`src/rtl/tmds_align_ctrl.sv`:
```
// TMDS link-training controller: per-channel bit-slip alignment, lock declaration, loss monitor.
// Optional per-channel locked error counters when TMDS_ALIGN_ERRCNT_EN is defined.
module tmds_align_ctrl #(
  parameter int unsigned WINDOW_LEN = 1024,
  parameter int unsigned SETTLE_LEN = 16,
  parameter int unsigned MAX_SLIPS  = 10,
  parameter int unsigned ERR_THRESH = 4
) (
  input  logic        clk_1x_in,
  input  logic        reset_in,
  input  logic [2:0]  error_in,
  output logic [2:0]  slip_out,
  output logic [2:0]  sync_done_out,
  output logic        link_locked_out,
  output logic        decoder_reset_out,
`ifdef TMDS_ALIGN_ERRCNT_EN
  output logic [47:0] err_count_out,
`endif
  output logic [7:0]  retrain_count_out
);

  localparam int unsigned WinW  = $clog2(WINDOW_LEN) + 1;
  localparam int unsigned SetW  = $clog2(SETTLE_LEN) + 1;
  localparam int unsigned SlipW = $clog2(MAX_SLIPS) + 1;
  localparam int unsigned ErrW  = $clog2(ERR_THRESH) + 1;

  typedef enum logic [2:0] {StSettle, StCheck, StSlip, StFail, StLocked} state_e;

  state_e           state_q, state_d;
  logic [1:0]       ch_q, ch_d;
  logic [SlipW-1:0] slip_cnt_q, slip_cnt_d;
  logic [SetW-1:0]  settle_cnt_q, settle_cnt_d;
  logic [WinW-1:0]  win_cnt_q, win_cnt_d;
  logic [ErrW-1:0]  err_cnt_q, err_cnt_d;
  logic [2:0]       slip_q, slip_d;
  logic [2:0]       sync_q, sync_d;
  logic             locked_q, locked_d;
  logic             dec_rst_q, dec_rst_d;
  logic [7:0]       retrain_q, retrain_d;

  logic [2:0]       ch_oh;
  logic             err_ch;
  logic [1:0]       err_pop;
  logic [ErrW:0]    err_sum;
  logic             err_hit;
  logic             win_last;
  logic [7:0]       retrain_inc;

  always_comb begin
    ch_oh       = 3'b001 << ch_q;
    err_ch      = |(error_in & ch_oh);
    err_pop     = {1'b0, error_in[0]} + {1'b0, error_in[1]} + {1'b0, error_in[2]};
    err_sum     = (ErrW + 1)'(err_cnt_q) + (ErrW + 1)'(err_pop);
    err_hit     = err_sum >= (ErrW + 1)'(ERR_THRESH);
    win_last    = win_cnt_q == WinW'(WINDOW_LEN - 1);
    retrain_inc = (retrain_q == 8'hff) ? retrain_q : retrain_q + 8'd1;

    state_d      = state_q;
    ch_d         = ch_q;
    slip_cnt_d   = slip_cnt_q;
    settle_cnt_d = settle_cnt_q;
    win_cnt_d    = win_cnt_q;
    err_cnt_d    = err_cnt_q;
    slip_d       = '0;
    sync_d       = sync_q;
    locked_d     = locked_q;
    dec_rst_d    = dec_rst_q;
    retrain_d    = retrain_q;

    unique case (state_q)
      StSettle: begin
        settle_cnt_d = settle_cnt_q + 1'b1;
        if (settle_cnt_q == SetW'(SETTLE_LEN)) begin
          state_d      = StCheck;
          settle_cnt_d = '0;
          win_cnt_d    = '0;
        end
      end
      StCheck: begin
        win_cnt_d = win_cnt_q + 1'b1;
        if (err_ch) begin
          if (slip_cnt_q == SlipW'(MAX_SLIPS)) begin
            state_d = StFail;
          end else begin
            state_d = StSlip;
            slip_d  = ch_oh;
          end
        end else if (win_last) begin
          sync_d     = sync_q | ch_oh;
          slip_cnt_d = '0;
          if (ch_q == 2'd2) begin
            state_d   = StLocked;
            locked_d  = 1'b1;
            dec_rst_d = 1'b0;
            win_cnt_d = '0;
            err_cnt_d = '0;
          end else begin
            state_d = StSettle;
            ch_d    = ch_q + 2'd1;
          end
        end
      end
      StSlip: begin
        slip_cnt_d   = slip_cnt_q + 1'b1;
        settle_cnt_d = '0;
        state_d      = StSettle;
      end
      StFail: begin
        sync_d       = '0;
        ch_d         = '0;
        slip_cnt_d   = '0;
        settle_cnt_d = '0;
        retrain_d    = retrain_inc;
        state_d      = StSettle;
      end
      StLocked: begin
        // Loss wins over a same-cycle window wrap.
        if (err_hit) begin
          sync_d       = '0;
          locked_d     = 1'b0;
          dec_rst_d    = 1'b1;
          retrain_d    = retrain_inc;
          ch_d         = '0;
          slip_cnt_d   = '0;
          settle_cnt_d = '0;
          win_cnt_d    = '0;
          err_cnt_d    = '0;
          state_d      = StSettle;
        end else if (win_last) begin
          win_cnt_d = '0;
          err_cnt_d = '0;
        end else begin
          win_cnt_d = win_cnt_q + 1'b1;
          err_cnt_d = err_sum[ErrW-1:0];
        end
      end
      default: state_d = StSettle;
    endcase
  end

  always_ff @(posedge clk_1x_in) begin
    if (reset_in) begin
      state_q      <= StSettle;
      ch_q         <= '0;
      slip_cnt_q   <= '0;
      settle_cnt_q <= '0;
      win_cnt_q    <= '0;
      err_cnt_q    <= '0;
      slip_q       <= '0;
      sync_q       <= '0;
      locked_q     <= 1'b0;
      dec_rst_q    <= 1'b1;
      retrain_q    <= '0;
    end else begin
      state_q      <= state_d;
      ch_q         <= ch_d;
      slip_cnt_q   <= slip_cnt_d;
      settle_cnt_q <= settle_cnt_d;
      win_cnt_q    <= win_cnt_d;
      err_cnt_q    <= err_cnt_d;
      slip_q       <= slip_d;
      sync_q       <= sync_d;
      locked_q     <= locked_d;
      dec_rst_q    <= dec_rst_d;
      retrain_q    <= retrain_d;
    end
  end

  assign slip_out          = slip_q;
  assign sync_done_out     = sync_q;
  assign link_locked_out   = locked_q;
  assign decoder_reset_out = dec_rst_q;
  assign retrain_count_out = retrain_q;

`ifdef TMDS_ALIGN_ERRCNT_EN
  logic [15:0] ecnt_q [3];
  logic [15:0] ecnt_d [3];

  // Counts only while locked; deliberately survives retraining.
  always_comb begin
    for (int n = 0; n < 3; n++) begin
      ecnt_d[n] = ecnt_q[n];
      if (locked_q && error_in[n] && (ecnt_q[n] != 16'hffff)) ecnt_d[n] = ecnt_q[n] + 16'd1;
    end
  end

  always_ff @(posedge clk_1x_in) begin
    for (int n = 0; n < 3; n++) begin
      if (reset_in) ecnt_q[n] <= '0;
      else          ecnt_q[n] <= ecnt_d[n];
    end
  end

  assign err_count_out = {ecnt_q[2], ecnt_q[1], ecnt_q[0]};
`endif

endmodule

```
`config.mk`:
```
export PLATFORM = sky130hd
export DESIGN_NAME = tmds_align_ctrl
export DESIGN_NICKNAME = d
export VERILOG_FILES = /design/src/rtl/tmds_align_ctrl.sv
export SDC_FILE = /design/constraint.sdc
export NUM_CORES = 1
export LEC_CHECK = 0
export CAP_MARGIN = 0
export CORE_MARGIN = 1
export CORE_UTILIZATION = 30
export DETAILED_ROUTE_END_ITERATION = 6
export SLEW_MARGIN = 10
export SYNTH_ARGS = -nofsm -noshare
export SYNTH_HDL_FRONTEND = slang
export SYNTH_SLANG_ARGS = --single-unit
```
`constraint.sdc`:
```
create_clock -name clk_1x_in -period 3.6 [get_ports clk_1x_in]
set_clock_uncertainty 0.15 [all_clocks]
set_input_delay 0.72 -clock clk_1x_in [delete_from_list [all_inputs] [get_ports clk_1x_in]]
set_output_delay 0.72 -clock clk_1x_in [all_outputs]
set_load 0.05 [all_outputs]
```
==> run_results.csv, run 1 <==
group,metric,value,unit
routing,drt-total-wl,5430,um
worst_setup_path,worstSetupPathType,"primary input to flip-flop",
global_routing,grt_pass1_wl,9240,um
pwr,p_seq_frac,0.572,
routing,wl_met3,138,um
clocking,cts_tree,"built",
floorplan,die_area,0.00836,sq mm
global_routing,grt_pass1_vias,1994,
placement,io_buffers,20,
pwr,p_leak,1.02,nW
global_routing,overflow,0,
yosys,synth-edff-count,0,
hold_path,hold_path.class,"flip-flop to flip-flop",
routing,wl_met2,2480,um
routing,postRouteAntennaNets,0,
yosys,syn_nets,291,
floorplan,std_cell_rows,32,
global_routing,grtUsageTotal,0.136,
clocking,clock_sinks,45,
placement,dpl-instance-area,0.00279,sq mm
routing,wl_per_cell,13.3,um
yosys,avgSynthCellArea,8.79,sq um
routing,via_per_inst,5.29,
yosys,synth_cell_types,57,
timing,min_period,3.41,ns
cells_and_area,num-fill-cells,779,
timing,fmax,0.294,GHz
clocking,cts_buffer_depth,2,
worst_setup_path,path_max_fanout,7,
yosys,synth_area,0.00240,sq mm
routing,drt_pass1_iterations,5,
yosys,ys_warn_count,0,
floorplan,die_h,91.4,um
worst_setup_path,required,3.65,ns
routing,top_layer,"met4",
clocking,cts-root-buf,"clkbuf_8",
routing,drc,0,
cells_and_area,final_common_cell,"dfxtp_1",
yosys,synth_largest_area_cell,"dfxtp_1",
timing,worst_slew_pin_slew,0.771,ns
pwr,p_per_area,304,mW/mm^2
clocking,clock_latency,0.30,ns
timing,hold_viol,0,
pwr,ir_drop,0.176,mV
yosys,synthCells,273,
cells_and_area,area_delta_synth_final,20.3,%
clocking,htreeDepth,2,
global_routing,grt_max_degree,22,
placement,hpwl,3930,um
pwr,combPwrFrac,0.046,
floorplan,io_pins,21,
pwr,finalPower,0.879,mW
timing,setup_viol,0,
pwr,power_frac_clock,0.381,
yosys,synth-seq-area-share,0.376,
floorplan,die_width,91.4,um
timing,relSlewSlack,0.482,
global_routing,antenna_found_initial,0,
yosys,synth_top_area_frac,0.376,
timing,fin_crit_sh,0.946,
cells_and_area,diodes,0,
yosys,ys.flop_type,"dfxtp_1",
timing,setup_ws,0.194,ns
cells_and_area,multi_input_area,0.00139,sq mm
clocking,post_cts.repair.setup_buffers,0,
pwr,p_switching,0.203,mW
floorplan,initial_core_util,0.310,
yosys,synth_seq_cells,45,
placement,pre_cts_ws,-0.163,ns
routing,drtIter0Drc,103,
timing,rsz0062_at_grt,"no",
worst_setup_path,critPathArrivalTime,3.46,ns
cells_and_area,final_area,0.00289,sq mm
routing,route.layer.met1.wl,2710,um
yosys,ys_top_cells_by_area,"dfxtp_1 38%, ha_1 5.7%, a21oi_1 3.8%",
clocking,numCtsBuffers,5,
worst_setup_path,end_kind,"flip-flop",
yosys,synth-async-reset-ratio,0,
worst_setup_path,cp-start-kind,"primary input",
cells_and_area,final-seq-area,901,sq um
routing,vias,2158,
cells_and_area,drive_gt1_frac,0.118,
cells_and_area,nets,323,
pwr,internal_power,0.676,mW
clocking,clkTransAtPathRegs,0.09,ns
floorplan,core-area,0.00773,sq mm
timing,slew_violations,0,
run_status,run_status,"completed",
placement,gp_congestion,0.824,
pwr,switching_share,0.231,
cells_and_area,layout_common_cells,"45 x dfxtp_1, 23 x nor2_1, 20 x clkdlybuf4s50_1",
timing,hold_ws,0.337,ns
run,drv_cap,0,
-- per-layer routing --
layer / up-vias / track usage
li1: 1087 / -
met5: - / 0
met4: 0 / 0.0489
met3: 12 / 0.0209
met2: 37 / 0.219
met1: 1022 / 0.183
-- synth_stat cells, drive strengths merged, types with 5 or more instances --
cell	n
a21oi	19
a22oi	5
a311oi	5
a31oi	5
and2	6
clkbuf	7
dfxtp	45
ha	11
inv	15
nand2	15
nand3	10
nand4	9
nor2	23
nor3	12
o21ai	16
o31ai	6
or4	5
-- worst paths after layout --
kind                                     from                   end  cells after the start  slack [ns]
worst min register to register  slip_cnt_q[3]         slip_cnt_q[3]                      1        0.34
worst max-delay path              error_in[1]  retrain_count_out[6]                      9        0.19
worst max register to register   err_cnt_q[0]  retrain_count_out[6]                      8        0.79
worst min-delay path            slip_cnt_q[3]         slip_cnt_q[3]                      1        0.34
-- cell type report --
class                      count  area share
tap                          102      0.0442
clock inverter                 2     0.00477
timing repair buffer          35       0.108
sequential                    45       0.312
inverter                      15      0.0195
clock buffer                   6      0.0286
multi-input combinational    203       0.482
-- critical path, stage by stage --
cell and delay, ns:
clkdlybuf4s50_1 0.50, fa_1 0.43, ha_1 0.21, fa_1 0.38, nor2b_1 0.17, a31oi_2 0.21
o21ai_2 0.13, nor4_1 0.33, mux2_2 0.37
-- power groups by stage --
stage | combinational (mW) | clock (mW) | sequential (mW)
final | 0.0408 | 0.335 | 0.503
after global routing | 0.0463 | 0.365 | 0.504
after CTS | 0.0413 | 0.348 | 0.503
after detailed placement | 0.0414 | 0 | 0.515
after global placement | 0.0408 | 0 | 0.515
after floorplan | 0.0238 | 0 | 0.514
-- stage by stage --
step	setup TNS, ns	std cells	utilization
floorplan	0	273	-
global placement	-0.449	400	0.361
detailed placement	-1.57	400	0.361
CTS	0	408	0.373
global route	0	408	0.374
finish	0	408	0.374
-- repair_timing --
item                                    4_1_cts  5_1_grt
resized for setup                             0        1
endpoints found under the setup margin        0        1
hold buffers                                  0        0
-- cells by family after synthesis --
| logic type | Yosys count | share of synthesized area |
|---|---|---|
| xor+xnor | 8 | 0.0292 |
| flops | 45 | 0.376 |
| mux | 2 | 0.00887 |
| simple gates | 106 | 0.256 |
| compound gates | 74 | 0.211 |
| fa+ha+maj | 13 | 0.0741 |
| buf+inv | 25 | 0.0454 |
-- state kept, by name (all words and copies together), names as in the netlist --
signal / cells
ch_q: 2
settle_cnt_q: 5
decoder_reset_out: 1
link_locked_out: 1
state_q: 3
slip_cnt_q: 5
slip_out: 3
win_cnt_q: 11
retrain_count_out: 8
sync_done_out: 3
err_cnt_q: 3
(Power assumes the default switching activity.)
==> run 2: changes to the inputs <==
- CORE_MARGIN: 1 -> not set
==> results of run 2 <==
The final DEF is identical to that of run 1; final timing and power are the same.
